File: src/rtl/demux_pkg.sv
// Shared constants and types for the 32-channel sequential byte demultiplexer.
// Channel count is tied to the 5-bit select/pointer width.
package demux_pkg;

    localparam int DW   = 8;
    localparam int NCH  = 32;
    localparam int SELW = 5;

    typedef logic [SELW-1:0] sel_t;

    localparam sel_t PTR_MAX = '1;

    typedef enum logic {
        MODE_ADDRESSED = 1'b0,
        MODE_AUTO_INC  = 1'b1
    } mode_e;

    // Modulo-32 advance of the auto-increment pointer; the wrap from 31 to 0
    // comes from the natural overflow of the 5-bit type.
    function automatic sel_t ptr_next(input sel_t p);
        return p + sel_t'(1);
    endfunction

endpackage

File: src/rtl/demux_ch_reg.sv
// One output channel: a DW-bit data register and its valid flag.
// A write always wins over a same-cycle ack; an ack on an empty channel does nothing.
module demux_ch_reg #(
    parameter int DW = 8
) (
    input  logic          clk,
    input  logic          rst_n,
    input  logic          i_wr,
    input  logic [DW-1:0] i_wdata,
    input  logic          i_ack,
    output logic [DW-1:0] o_data,
    output logic          o_valid
);

    logic [DW-1:0] r_data;
    logic          r_valid;

    // NOTE: sequential state uses non-blocking assignments so every register
    // samples pre-edge values, independent of block ordering.
    always_ff @(posedge clk) begin
        if (!rst_n) begin
            r_data  <= '0;
            r_valid <= 1'b0;
        end else if (i_wr) begin
            r_data  <= i_wdata;
            r_valid <= 1'b1;
        end else if (i_ack) begin
            r_valid <= 1'b0;
        end
    end

    assign o_data  = r_data;
    assign o_valid = r_valid;

endmodule

File: src/rtl/demux_32bit_seq.sv
// Distributes a byte stream into 32 holding channels, addressed by sel or by an
// auto-incrementing pointer, with per-channel consume handshakes.
module demux_32bit_seq
    import demux_pkg::*;
#(
    parameter int DW  = demux_pkg::DW,
    parameter int NCH = demux_pkg::NCH
) (
    input  logic               clk,
    input  logic               rst_n,
    input  logic [DW-1:0]      in_data,
    input  logic               in_valid,
    output logic               in_ready,
    input  logic               mode,
    input  logic [SELW-1:0]    sel,
    input  logic               ptr_clr,
    output logic [NCH*DW-1:0]  out_data,
    output logic [NCH-1:0]     out_valid,
    input  logic [NCH-1:0]     out_ack,
    output logic [SELW-1:0]    ptr,
    output logic               wrap
);

    sel_t     r_ptr;
    logic     r_wrap;
    sel_t     w_target;
    logic     w_xfer;
    logic [NCH-1:0] w_valid;

    // NOTE: purely combinational signals use continuous assigns with every
    // input covered, so no latch can be inferred.
    assign w_target = (mode_e'(mode) == MODE_AUTO_INC) ? r_ptr : sel;
    assign in_ready = !w_valid[w_target] | out_ack[w_target];
    assign w_xfer   = in_valid & in_ready;

    for (genvar k = 0; k < NCH; k++) begin : g_ch
        logic w_wr;

        assign w_wr = w_xfer && (w_target == sel_t'(k));

        demux_ch_reg #(
            .DW (DW)
        ) u_ch (
            .clk     (clk),
            .rst_n   (rst_n),
            .i_wr    (w_wr),
            .i_wdata (in_data),
            .i_ack   (out_ack[k]),
            .o_data  (out_data[DW*k +: DW]),
            .o_valid (w_valid[k])
        );
    end

    // ptr_clr outranks the increment, so clearing at ptr=31 never pulses wrap.
    always_ff @(posedge clk) begin
        if (!rst_n) begin
            r_ptr  <= '0;
            r_wrap <= 1'b0;
        end else begin
            r_wrap <= 1'b0;
            if (ptr_clr) begin
                r_ptr <= '0;
            end else if (w_xfer && (mode_e'(mode) == MODE_AUTO_INC)) begin
                r_ptr  <= ptr_next(r_ptr);
                r_wrap <= (r_ptr == PTR_MAX);
            end
        end
    end

    assign out_valid = w_valid;
    assign ptr       = r_ptr;
    assign wrap      = r_wrap;

endmodule

File: config.mk
export PLATFORM = sky130hd
export DESIGN_NAME = demux_32bit_seq
export DESIGN_NICKNAME = d
export VERILOG_FILES = /design/src/rtl/demux_pkg.sv /design/src/rtl/demux_ch_reg.sv /design/src/rtl/demux_32bit_seq.sv
export SDC_FILE = /design/constraint.sdc
export NUM_CORES = 1
export LEC_CHECK = 0
export ABC_AREA = 1
export ABC_CLOCK_PERIOD_IN_PS = 2900
export CAP_MARGIN = 5
export CORE_ASPECT_RATIO = 0.6
export CORE_MARGIN = 4
export CORE_UTILIZATION = 25
export CTS_BUF_LIST = sky130_fd_sc_hd__clkbuf_16
export DETAILED_ROUTE_END_ITERATION = 6
export GPL_ROUTABILITY_DRIVEN = 0
export PLACE_DENSITY = 0.54
export SYNTH_ARGS = -nofsm -noshare
export SYNTH_HDL_FRONTEND = slang
export SYNTH_HIERARCHICAL = 1
export SYNTH_SLANG_ARGS = --single-unit
File: constraint.sdc
create_clock -name clk -period 2.9 [get_ports clk]
set_clock_uncertainty 0.05 [all_clocks]
set_input_delay 0.58 -clock clk [delete_from_list [all_inputs] [get_ports clk]]
set_output_delay 0.58 -clock clk [all_outputs]
set_load 0.03 [all_outputs]
Yosys cells after proc, flatten, opt, wreduce, memory -nomap -nowiden
Index checks and enable logic that the tools add are counted.

Output and inout bits: 295. Register bits: 294. Logic and storage cells: 242.

Bitwise operators: 4. Magnitude comparators: 1. Add/sub/neg operators: 1. Equality and inequality tests: 32. Reduce and logical (&&, ||, !) cells: 69. Muxes and demuxes: 69.

Operators by type and width (number): equality test 5 bit (second input constant) (17); two-way mux 1 bit (66); nonzero test 2 bit (32); equality test 5 x 4 -> 1 bit (second input constant) (8); logical AND 1 bit (33); equality test 5 x 3 -> 1 bit (second input constant) (4); binary-select mux 1 bit (select 5 bit) (2); equality test 5 x 2 -> 1 bit (second input constant) (2); < comparator 5 x 6 -> 1 bit (second input constant) (1); adder 5 x 1 -> 5 bit (second input constant) (1); equality test 5 x 1 -> 1 bit (second input constant) (1); zero test 5 bit (1); two-way mux 5 bit (1); OR reduction 3 bit (1); NOT 1 bit (2); OR reduction 2 bit (1); AND 1 bit (1); zero test 1 bit (1); bitwise OR 1 bit (1).

Logic depth before layout (Yosys ltp)
Gate-level depths: netlist of run 1.

Word-level depth: 9. Mapped depth: 21. Depth with buffers taken out: 19.

Cells and area by module
Netlist of run 1, hierarchy kept.

Modules (own cells, without submodules): demux_ch_reg (area an instance 304.0 µm², cells an instance 38, seq. area each 180.2 µm², times used 32); demux_32bit_seq (area an instance 1465.2 µm², cells an instance 301, seq. area each 120.1 µm², times used 1).

Worst setup path after synthesis of run 1
Ideal clock, no wire load.

Path type: flip-flop to flip-flop. Start: register r_ptr[0] (netlist: ptr[0]). End: register g_ch[4].u_ch.r_data[0]. Setup time: 0.116 ns. Path slack: 0.238 ns. Period minus slack after synthesis: 2.662 ns. Cell stages (with the launch flop): 21. Arrival: 2.496 ns. Path through: dfxtp_1 nand2_2 nand2_2 buf_6 buf_6 nand2_1 nand2_1 nand2_1 nand2_1 nand2_1 nand3_1 nor2_1 nand2_1 nand2_2 nor2_8 nand2_4 buf_6 nor2_1 inv_2 nor2_1 nor2_1.

Cells in the longest elaborated chain, start to end: 7. Elaborated cells on any way between the ends: 10.

RTL lines: start: declaration (line demux_32bit_seq.sv:24) `sel_t r_ptr;`; start signal: assignment (line demux_32bit_seq.sv:64) `r_ptr <= ptr_next(r_ptr);`; two-way mux 5 bit (*) (line demux_32bit_seq.sv:32) `assign w_target = (mode_e'(mode) == MODE_AUTO_INC) ? r_ptr : sel;`; binary-select mux 1 bit (select 5 bit) (line demux_32bit_seq.sv:33) `assign in_ready = !w_valid[w_target] | out_ack[w_target];`; two-way mux 1 bit (implied by the code) (line demux_32bit_seq.sv:33); zero test 1 bit (line demux_32bit_seq.sv:33); bitwise OR 1 bit (line demux_32bit_seq.sv:33); AND 1 bit (line demux_32bit_seq.sv:34) `assign w_xfer = in_valid & in_ready;`; logical AND 1 bit (*) (line demux_32bit_seq.sv:39) `assign w_wr = w_xfer && (w_target == sel_t'(k));`; via g_ch[4].w_wr (line demux_32bit_seq.sv:37) `logic w_wr;`; end signal: assignment (line demux_ch_reg.sv:25) `r_data <= i_wdata;`; end: declaration (line demux_ch_reg.sv:15) `logic [DW-1:0] r_data;`.

Mark *: on every way through the listed nets, which the timed path passes. The rest lies on a longest branch. The select of a mux whose other input is x is not followed. A chain may end at the register's enable or synchronous reset.

Final worst setup path of run 1
Start: input port sel[2]. End: output port in_ready.

Cells in the longest elaborated chain, start to end: 5. Elaborated cells on any way between the ends: 7.

RTL lines: start: declaration (line demux_32bit_seq.sv:15) `input logic [SELW-1:0] sel,`; two-way mux 5 bit (*) (line demux_32bit_seq.sv:32); binary-select mux 1 bit (select 5 bit) (line demux_32bit_seq.sv:33); two-way mux 1 bit (implied by the code) (line demux_32bit_seq.sv:33); zero test 1 bit (line demux_32bit_seq.sv:33); bitwise OR 1 bit (*) (line demux_32bit_seq.sv:33); end: declaration (line demux_32bit_seq.sv:13) `output logic in_ready,`.

Mark *: on every way between the ends. The rest lies on a longest branch, timed or not. The select of a mux whose other input is x is not followed.

==> metrics list, run 1 <==
* Post-route worst setup slack: roughly 0.047 ns
- Entering global routing, the biggest net connects 119 pins.
- In this run the clock root is driven by a sky130_fd_sc_hd__clkbuf_16.
- Dividing the detail-routed wire length by the instance count gives 19.02 µm.
- In this run the horizontal extent of the chip is roughly 280 µm.
* Internal reg-to-reg setup slack: about 0.21 ns
- Data required time of the critical path: 2.27 ns
- For this run, the top clock speed supported by timing is 350.5 MHz.
* Chain of cells forming the critical path: clkdlybuf4s50_1, inv_1, o21ai_4, inv_2, nor2_4, buf_4, nand2_1, nand4_1, nand2_1, nand2_2, inv_2, buf_12
- Number of global-route vias before repair: 11,050
* Slowest CP cell: sky130_fd_sc_hd__clkdlybuf4s50_1
- TNS Setup: 0 ns
- Global-route wire length before repair: ~70 mm
- Initial antenna violation count: 3
- Share of cells above drive strength 1: about 13%
* Kind of end point of the critical path: primary output
- Initial cell density of the core: between 20% and 30%
- The final number of max-transition violations came to 0.
* Io pins: between 300 and 400
- Clk buf depth: 3
* Leading cell types by total area after synthesis: sky130_fd_sc_hd__dfxtp_1 53%, sky130_fd_sc_hd__nor2_1 18%, sky130_fd_sc_hd__o21ai_0 12%, sky130_fd_sc_hd__nand2_1 6.9%, sky130_fd_sc_hd__inv_1 2.6%
* Sum of net half-perimeters after detailed placement: roughly 35 mm
- Min Clock Period, post-route: about 2.9 ns
- Startpoint Class: input port
- The critical path in this run is classified as input port to primary output.
* # Max-Cap Violations: 0
- For the worst setup path, the data arrival time is ~2.2 ns.
- The largest single stage delay on the critical path is 0.46 ns.
- In the finished design, the share of the clock period the worst path needs comes to a little over nine tenths.
- After detailed placement, the total cell area comes to about 16,000 µm².
- Unique masters post-synth: 23
* Number of filler cells placed in the layout: 4,493
- Each instance of the synthesized netlist takes up on average around 7.4 µm².
- TritonCTS created 30 clock buffers.
- The largest total area in the synthesized netlist belongs to sky130_fd_sc_hd__dfxtp_1.
- Setup violations remaining at the end of the flow were counted as 0.
* Clk sink count: about 300
- Pwr/cell area: roughly 500 nW/µm²
* #FFs+latches synth: approximately 290
- The worst hold path passes through 3 cells.
- Number of vias in the routed layout: 11,720
- Startpoint of the worst-slack reg-to-reg timing path: ptr[0]$_SDFFE_PP0P_
- Number of cells after detailed placement: about 2,500
- Post-route core utilization: slightly below 40%
- Across the whole layout, storage elements account for roughly 5900 µm².
- Worst slack, placed: -0.6037 ns
- Count of input and output buffers: 344
- After floorplanning, the core was divided into just under 60 placement rows.
- The cell area that synthesis handed to floorplanning was around 11,000 µm².
- LEAKAGE: ~7.5 nW
- Measured against its own limit, the worst slew margin works out to 51.98%.
- The core region is 43,780 µm².
- Worst-margin pin slew: 0.7203 ns
- Total wire length after detailed routing: 49.07 mm
* Die Ht: around 170 µm
* GRT Overall Usage: about a fifth
- Across all hold checks on the routed design, the worst slack comes to 0.3089 ns.
- The net count of the finished layout is just over 2,000.
- Power after layout: approximately 8.8 mW
- The count of cells in the finished layout, fillers not included, comes to 2,580.
* Run status: finished, final reports clean
* # hold bufs at CTS: 0
* Reg clk slew, reported paths: roughly 0.060 ns
- Synthesis produced a netlist with a net count of 1,569.
* Post-Synthesis Cells: approximately 1,500
* DRC violation count after routing: 0
- Max FO, Critical Path: 5
* VDD IR max: ~500 µV
* Leading cell type in the layout, fill and taps excluded: sky130_fd_sc_hd__nor2_1
- Yosys printed 6 warnings.
- The share of the Yosys chip area taken by registers is 52.58%.
* Detail-routed via count per cell: 4.543
- The total overflow left after global routing is 0.
- Before antenna repair, the detailed router went through 5 iterations.
- Multi-input gate area in the final layout: roughly 4900 µm²
- Layout-stage area growth over the synthesis result: 54.16%
- Top cell type's share of synthesized area: 52.58%
- Worst Hold Path EP: g_ch[30].u_ch/o_data[5]$_SDFFE_PN0P_
- The detailed router finished its first iteration with between 900 and 1,000 violations.
- The die covers about 48,000 µm².
* Most frequent cells in the layout: 548 x sky130_fd_sc_hd__nor2_1, 332 x sky130_fd_sc_hd__clkdlybuf4s50_1, 293 x sky130_fd_sc_hd__dfxtp_1
- Final Hold Fails: 0
- Startpoint of the lowest-slack hold path: rst_n
* CTS HTree Levels: 1
- Latest clock arrival within the worst-skew pair: about 0.57 ns
* Setup repair after global routing missed its margin: yes
- For the worst flop-to-flop path, the logic depth is 19.
- Remaining antenna violation count after routing: 0
- Post-route cell area: about 17,000 µm²
- Hold Path Class: input port to register
- TritonCTS clock tree: done
- The worst register-to-register path ends at g_ch[29].u_ch/o_data[4]$_SDFFE_PN0P_.
## layout make-up
class	count	area share [%]
antenna	3	0.04350
clock buffer	31	4.495
clock inverter	21	0.8700
inverter	113	2.487
multi-input combinational	1100	28.59
sequential	294	34.13
tap	579	4.198
timing repair buffer	439	25.19
## critical path: cells and delay by family
kind / cells / cell delay, ns
compound gates: 1 / 0.21
buf+inv: 6 / 0.97
simple gates: 5 / 0.47
## where the power goes
| part | internal, mW | total, mW | switching, mW |
|---|---|---|---|
| Clock | 2.09 | 3.76 | 1.67 |
| Sequential | 4.10 | 4.13 | 0.0371 |
| Combinational | 0.329 | 0.904 | 0.575 |
## how the worst max path moves through the flow
stage / to / slack, ns / from
floorplan: g_ch[4].u_ch/o_data[0]$_SDFFE_PN0P_ / 0.24 / ptr[0]$_SDFFE_PP0P_
global route: in_ready / -0.05 / ptr[0]$_SDFFE_PP0P_
CTS: in_ready / 0.02 / ptr[0]$_SDFFE_PP0P_
global placement: g_ch[10].u_ch/o_data[7]$_SDFFE_PN0P_ / -0.52 / mode
detailed placement: g_ch[8].u_ch/o_data[1]$_SDFFE_PN0P_ / -0.60 / mode
finish: in_ready / 0.05 / sel[2]
## repair_timing
item                                    in CTS  in global routing
buffers inserted                            12                  3
endpoints found under the setup margin       1                 90
pin swaps                                   14                 10
cloned                                       2                  1
gates resized for setup                     37                 16
## flip-flops by register name (all words and copies together) (netlist names)
name,flops
ptr,5
g_ch.u_ch/o_data,256
wrap,1
g_ch.u_ch/o_valid,32
## Yosys cell counts (all sizes together)
cell type and number:
nor2 566, nand3 16, o21ai 262, ha 2
xor2 1, nand2 216, and3 1, buf 10
inv 113, dfxtp 294, nand4 3, a21oi 33
## metal layers
| layer | routed length, µm | GRT usage (%) | vias to the layer above |
|---|---|---|---|
| met3 | 4008 | 4.575 | 62 |
| li1 | - | - | 5756 |
| met4 | 1128 | 4.489 | 0 |
| met5 | 0 | 0 | - |
| met1 | 22410 | 26.89 | 5449 |
| met2 | 21520 | 30.43 | 453 |
## kinds of logic (layout without fill, tap and decap cells)
| logic type | after synthesis | after routing | synth area share, % |
|---|---|---|---|
| fa+ha+maj | 2 | 2 | 0.2235 |
| simple gates | 802 | 802 | 28.13 |
| xor+xnor | 1 | 1 | 0.07825 |
| flops | 294 | 294 | 52.58 |
| buf+inv | 123 | 604 | 4.661 |
| other cells | 0 | 3 | 0 |
| compound gates | 295 | 295 | 14.33 |
No activity file was read; power rests on OpenSTA's default activity.
==> run 2: changes to the inputs <==
Settings changed: CORE_MARGIN 4 to 3.
==> metrics list, run 2 (synthesis gave the netlist of run 1 again) <==
- The starting density of the core came to 25.57% (unchanged).
- Sum of net half-perimeters after detailed placement: 34.86 mm (+0.44%)
- VDD IR max: 321.5 µV (-34%)
* Data arrival time of the critical path: 2.21 ns (about the same)
- DRC violation count after routing: 0 (unchanged)
- In this run the critical register-to-register path is captured at g_ch[2].u_ch/o_data[6]$_SDFFE_PN0P_.
- In this design, the largest share of critical-path delay is due to simple AND/OR/NAND/NOR gates.
* Post-route cell area: 17,240 µm² (-0.11%)
- Reg clk slew, reported paths: 0.06 ns (about the same)
- Slowest CP cell: sky130_fd_sc_hd__dfxtp_1
* Share of cells above drive strength 1: 13.57% (+0.15 points)
- The library cell used most frequently in the layout, excluding fill and tap cells, is sky130_fd_sc_hd__nor2_1.
* Root Buffer: sky130_fd_sc_hd__clkbuf_16
- Final Hold Slack: 0.3929 ns (+0.08396 ns)
- The total of max-cap violations is 0 (unchanged).
- GRT Residual Overflow: 0 (unchanged)
- Final Hold Fails: 0 (unchanged)
- The initial antenna violation count is 2 (-1).
* Latest clock arrival within the worst-skew pair: 0.58 ns (about the same)
- Die footprint: 47,440 µm² (-1.9%)
- The path with the worst hold slack has its endpoint at g_ch[14].u_ch/o_valid$_SDFFE_PN0P_.
- Counting stages on the worst path, the most repeated cell is sky130_fd_sc_hd__nand2_1.
- The remaining antenna violation count is 0 (unchanged).
- X dimension of the die: 279.2 µm (-0.71%)
- Internal reg-to-reg setup slack: 0.24 ns (+0.03 ns)
- The count of clock tree sinks came to 294 (unchanged).
- By startpoint and endpoint, the worst setup path is classified as register to primary output.
- From synthesis to final layout, the design area changed by 54.00%.
- Number of filler cells placed in the layout: 4,493 (unchanged)
- Detailed router's first-iteration violation count: 1,017 (+12%)
- The worst relative slew slack is 56.69% (+4.7 points).
- The number of top-level pins came to 345 (unchanged).
- Sequential cell fraction of total power: 46.4% (-0.6 points)
- The number of buffers and inverters on the critical path was 6 (unchanged).
* Startpoint of the worst-slack reg-to-reg timing path: ptr[0]$_SDFFE_PP0P_
- The worst setup path is launched from a register.
- The area of the core region is 43,780 µm² (unchanged).
- TritonCTS built the clock tree.
* Max Slew Vio Count: 0 (unchanged)
- Depth of the critical timing path with buffers and inverters included: 14 (+2)
- Total wire length after detailed routing: 48.04 mm (-2.1%)
- Pwr/cell area: 517.2 nW/µm² (+1.4%)
* Max FO, Critical Path: 5 (unchanged)
- Number of flip-flops under the largest register name: 256 (unchanged)
- Reg area: 5889 µm² (unchanged)
- Final setup fails: 0 (unchanged)
* GRT Overall Usage: 19.30% (about the same)
- The delay of the slowest cell on the worst path was 0.42 ns (-0.04 ns).
- The detailed-router iteration count before antenna repair was 5 (unchanged).
- In this run the most critical hold path is launched from rst_n.
- LEAKAGE: 7.525 nW (+0.28%)
- The routed wire length per instance is 18.58 µm (-2.3%).
- P_sw: 2.296 mW (+0.81%)
* Worst-margin pin slew: 0.6496 ns (-0.07062 ns)
* Largest net degree at the start of global routing: 96 (-19%)
- Die Ht: 169.9 µm (-1.2%)
- The number of buffers on the longest clock path came to 3 (unchanged).
* Hold Path Class: input port to register
- STA classifies the critical path endpoint as a primary output.
- Final worst path period share: 97.78% (-0.60 points)
- Number of vias in the routed layout: 11,630 (-0.80%)
- The count of nets after finishing is 2,033 (+0.15%).
- The fmax came to 352.6 MHz (+0.61%).
- Number of global-route vias before repair: 10,850 (-1.8%)
- The number of cells on the worst reg-to-reg path is 21 (+2).
- The count of H-tree levels built during CTS was 1 (unchanged).
- Setup repair after global routing could not meet its margin everywhere.
* Multi-input gate area in the final layout: 4881 µm² (-1.1%)
- The number of rows in the core area came to 59 (unchanged).
- The run finished with clean final reports.
- The clock buffer count from CTS is 30 (unchanged).
- The net switching share of the total power was 25.76% (-0.13 points).
- Placed inst area: 16,110 µm² (+0.75%)
- Combinational group share of total power: 9.9% (-0.4 points)
- The detail-routed via count per cell was 4.497 (-0.99%).
- The internal power came to 6.619 mW (+1.5%).
- Data required time of the critical path: 2.27 ns (about the same)
- Chain of cells forming the critical path: nand2_1, o21ai_4, inv_2, nor2_4, buf_6, nand2_1, nand2_1, inv_1, nand2_1, nand2_2, nand2_2, buf_4, inv_2, buf_12
- The number of buffer cells added on primary ports was 344 (unchanged).
- The top cell types in the final layout, fill and taps aside, are 543 x sky130_fd_sc_hd__nor2_1, 330 x sky130_fd_sc_hd__clkdlybuf4s50_1, 291 x sky130_fd_sc_hd__dfxtp_1.
* Depth of the worst hold-timing path: 3 (unchanged)
* Global-route wire length before repair: 70.21 mm (-1.5%)
* Min Clock Period, post-route: 2.836 ns (-0.01732 ns)
* Relative contribution of the clock network to total power: 43.8% (+1.1 points)
run 2: cell types whose count changed in the layout (fill, tap and decap cells not counted), sizes merged:
cell           delta
buf               +4
inv               +3
clkdlybuf4s50     -2
diode             -2
dlymetal6s2s      +2
bufinv            +1
clkbuf            -1
run 2: worst register-to-register path: cells and delay by family, from the launching register on:
family / cells / cell delay, ns
buffers and inverters: 6 / 0.84
DFF: 1 / 0.36
and+or+nand+nor: 15 / 1.31
run 2: power by group through the flow:
stage / Clock [mW] / Combinational [mW] / Sequential [mW]
3_5_place_dp: 0 / 0.855 / 4.22
3_3_place_gp: 0 / 0.852 / 4.22
4_1_cts: 4.01 / 0.866 / 4.13
2_1_floorplan: 0 / 0.228 / 4.33
5_1_grt: 4.16 / 0.942 / 4.14
6_report: 3.90 / 0.878 / 4.14
run 2: area by class of cell:
type	instances	area share, %
clock inverter	25	1.147
clock buffer	31	4.500
antenna	1	0.01452
inverter	113	2.489
timing repair buffer	442	25.17
sequential	294	34.16
tap	579	4.202
multi-input combinational	1100	28.31
run 2: routing by layer:
metal | wire (µm) | GRT usage, %
met3 | 3345 | 4.210
met5 | 0 | 0
met1 | 22310 | 26.91
met2 | 21290 | 30.79
met4 | 1093 | 3.968
run 2: metrics by stage:
stage               worst slack [ns]  util, %   TNS (ns)  cells  power (mW)
floorplan                     0.2377        -          0   1517       4.561
global placement             -0.7691    36.79    -123.42   2522       5.076
detailed placement           -0.8190    36.79    -139.29   2522       5.080
CTS                        -0.001544    39.13  -0.001544   2580       9.008
global route                -0.08101    39.38   -0.08101   2585       9.238
finish                       0.06430    39.38          0   2585       8.916
run 2: worst max-delay path by stage:
stage / from / to / slack (ns)
5_1_grt: ptr[0]$_SDFFE_PP0P_ / in_ready / -0.08
3_5_place_dp: mode / g_ch[3].u_ch/o_data[0]$_SDFFE_PN0P_ / -0.82
2_1_floorplan: ptr[0]$_SDFFE_PP0P_ / g_ch[4].u_ch/o_data[0]$_SDFFE_PN0P_ / 0.24
6_report: ptr[3]$_SDFFE_PP0P_ / in_ready / 0.06
3_3_place_gp: mode / g_ch[3].u_ch/o_data[5]$_SDFFE_PN0P_ / -0.77
4_1_cts: sel[3] / in_ready / -0.002
run 2: what timing repair did:
action / 4_1_cts / 5_1_grt
pin swaps: 3 / 8
setup endpoints to repair: 45 / 43
gates resized for setup: 15 / 27
setup buffers: 2 / 4
cloned: 0 / 0
hold buffers: 0 / 0
==> run 3: changes to the inputs <==
Settings changed: ABC_CLOCK_PERIOD_IN_PS 2900 to 3000.
Clock period 2.9 ns to 3 ns, I/O delays scaled along.
==> metrics list, run 3 (synthesis gave the netlist of run 1 again) <==
- The remaining antenna violation count is 0 (unchanged).
- Reg clk slew, reported paths: 0.07 ns (about the same)
- The die outline area was 47,440 µm² (unchanged).
- The critical path in this run is classified as input port to primary output.
* Run status: finished, final reports clean
- Clock buffer count from CTS: 30 (unchanged)
- In this run the clock root is driven by a sky130_fd_sc_hd__clkbuf_16.
* Placed inst area: 16,100 µm² (about the same)
- Most frequent cells in the layout: 544 x sky130_fd_sc_hd__nor2_1, 330 x sky130_fd_sc_hd__clkdlybuf4s50_1, 291 x sky130_fd_sc_hd__dfxtp_1
* CTS HTree Levels: 1 (unchanged)
- Max-slew headroom: 57.61% (+0.92 points)
- The maximum number of pins on one net before global-route repair was 88 (-8.3%).
- VDD IR max: 308.2 µV (-4.1%)
- TritonCTS clock tree: done
- For this run, the top clock speed supported by timing is 340.0 MHz.
- Count of input and output buffers: 344 (unchanged)
- The min-delay analysis places its worst path in the category input port to register.
- The total setup violations reported at the end of the flow came to 0 (unchanged).
- Combinational group share of total power: 10.1% (+0.2 points)
- The startpoint identified for the worst register-to-register timing path is ptr[0]$_SDFFE_PP0P_.
- Initial cell density of the core: 25.57% (unchanged)
- Capturing element of the worst setup path: in_ready
- The worst register-to-register path ends at g_ch[13].u_ch/o_data[5]$_SDFFE_PN0P_.
- Internal reg-to-reg setup slack: 0.22 ns (-0.02 ns)
* Pint: 6.499 mW (-1.8%)
- The global-route usage over all layers came to 19.21% (-0.087 points).
- The overall die width was 279.2 µm (unchanged).
* Pwr/cell area: 500.8 nW/µm² (-3.2%)
- Non-Filler Instances: 2,590 (+0.19%)
* Data required time of the critical path: 2.35 ns (+0.08 ns)
* DRC violation count after routing: 0 (unchanged)
- The flip-flop count of the largest register, all copies and words added is 256 (unchanged).
* Die Ht: 169.9 µm (unchanged)
* # Max-Cap Violations: 0 (unchanged)
- Leaving out fill and tap cells, the most frequent cell in the layout is sky130_fd_sc_hd__nor2_1.
- The sequential power share came to 45.9% (-0.5 points).
- The power share of the clock group was 44.0% (+0.2 points).
- Sum of net half-perimeters after detailed placement: 34.51 mm (-1.0%)
- The final number of max-transition violations came to 0 (unchanged).
- Max FO, Critical Path: 5 (unchanged)
- The worst setup path is captured at a primary output.
- The worst setup path is launched from an input port.
- The number of cells on the worst reg-to-reg path was 22 (+4.8%).
* Clk sink count: 294 (unchanged)
* Data arrival time of the critical path: 2.29 ns (+0.08 ns)
- Relative to the synthesized area, the layout overhead comes to 55.28%.
* Final worst path period share: 98.05%
- Nets@finish: 2,037 (+0.20%)
- The count of fill cells added during filler insertion is 4,445 (-1.1%).
- The global route total overflow is 0 (unchanged).
* Number of cells after detailed placement: 2,520 (-0.079%)
- The clock latency at the later pin of the worst-skew pair came to 0.57 ns (about the same).
* Worst-margin pin slew: 0.6358 ns (-0.01380 ns)
- The detailed-router iteration count before antenna repair was 5 (unchanged).
- The number of design-rule violations left by the first detailed-router iteration was 1,044 (+2.7%).
- Detail-routed via count per cell: 4.537 (+0.89%)
* Clk buf depth: 3 (unchanged)
* Share of cells above drive strength 1: 13.59% (+0.023 points)
- Startpoint of the worst setup timing path: sel[3]
* Min Clock Period, post-route: 2.941 ns
* Area of the core: 43,780 µm² (unchanged)
* Number of global-route vias before repair: 11,000 (+1.4%)
- The static leakage was 7.591 nW (+0.88%).
* Initial antenna violation count: 3 (+1)
- The total net switching power was 2.206 mW (-3.9%).
- Global-route wire length before repair: 69.92 mm (-0.41%)
* Number of vias in the routed layout: 11,750 (+1.1%)
- Net switching fraction of the power: 25.34% (-0.41 points)
- The routed wire length per instance is 18.63 µm (+0.26%).
- Post-route cell area: 17,380 µm² (+0.83%)
- Final Hold Fails: 0 (unchanged)
- The number of rows in the core area is 59 (unchanged).
* Io pins: 345 (unchanged)
* Total wire length after detailed routing: 48.26 mm (+0.45%)
==> run 3: worst min-delay path by stage <==
stage                                                     from                                    to  slack [ns]  cells past startpoint
after global routing                                     rst_n    g_ch[28].u_ch/o_valid$_SDFFE_PN0P_        0.44                      3
after detailed placement  g_ch[21].u_ch/o_data[1]$_SDFFE_PN0P_  g_ch[21].u_ch/o_data[1]$_SDFFE_PN0P_        0.43                      2
after global placement    g_ch[29].u_ch/o_data[1]$_SDFFE_PN0P_  g_ch[29].u_ch/o_data[1]$_SDFFE_PN0P_        0.43                      2
after CTS                                                rst_n    g_ch[28].u_ch/o_valid$_SDFFE_PN0P_        0.42                      3
final                                                    rst_n    g_ch[28].u_ch/o_valid$_SDFFE_PN0P_        0.44                      3
after floorplan              g_ch[0].u_ch/o_valid$_SDFFE_PN0P_     g_ch[0].u_ch/o_valid$_SDFFE_PN0P_        0.55                      2
==> run 3: what timing repair did <==
| action | CTS | global route |
|---|---|---|
| cloned | 0 | 5 |
| hold buffers | 0 | 0 |
| setup buffers | 2 | 5 |
| pin swaps | 2 | 15 |
| gates resized for setup | 8 | 33 |
| setup endpoints to repair | 22 | 40 |
==> run 3: area by class of cell <==
class	count	area [µm²]	share of cell area [%]
sequential	294	5889	33.88
timing repair buffer	445	4446	25.57
tap	579	724.4	4.168
clock inverter	25	221.5	1.274
inverter	113	429.2	2.469
multi-input combinational	1101	4892	28.14
clock buffer	31	775.7	4.463
antenna	2	5.005	0.02879
==> run 3: per-stage QoR <==
step | total power [mW] | setup WS [ns] | hold slack [ns] | util (%) | setup TNS, ns
after floorplan | 4.409 | 0.3371 | 0.5547 | - | 0
after global placement | 4.906 | -0.6636 | 0.4263 | 36.79 | -94.52
after detailed placement | 4.910 | -0.6625 | 0.4302 | 36.79 | -103.97
after CTS | 8.783 | 0.03698 | 0.4186 | 39.15 | 0
after global routing | 9.046 | -0.01696 | 0.4376 | 39.71 | -0.02677
final | 8.705 | 0.05858 | 0.4396 | 39.71 | 0
==> run 3: per-layer routing <==
metal	share of wire (%)	GRT usage (%)	vias up
li1	-	-	5762
met2	45	30.91	395
met1	46	26.20	5542
met4	1.8	3.945	0
met3	7.6	4.813	53
met5	0	0	-
==> run 3: power by group through the flow <==
stage / Clock, mW / Sequential (mW) / Combinational [mW]
after detailed placement: 0 / 4.08 / 0.826
after floorplan: 0 / 4.19 / 0.221
after CTS: 3.95 / 4.00 / 0.833
final: 3.83 / 4.00 / 0.875
after global placement: 0 / 4.08 / 0.822
after global routing: 4.11 / 4.00 / 0.934
==> run 3: critical path, cell delays in order <==
cell and delay [ns]:
sky130_fd_sc_hd__clkdlybuf4s50_1 0.46, sky130_fd_sc_hd__inv_1 0.06, sky130_fd_sc_hd__o21ai_4 0.21, sky130_fd_sc_hd__inv_2 0.09
sky130_fd_sc_hd__nor2_4 0.18, sky130_fd_sc_hd__buf_6 0.13, sky130_fd_sc_hd__nand2_1 0.05, sky130_fd_sc_hd__nand4_1 0.10
sky130_fd_sc_hd__nand2_2 0.08, sky130_fd_sc_hd__nand2_2 0.06, sky130_fd_sc_hd__buf_4 0.10, sky130_fd_sc_hd__inv_2 0.03
sky130_fd_sc_hd__buf_12 0.13
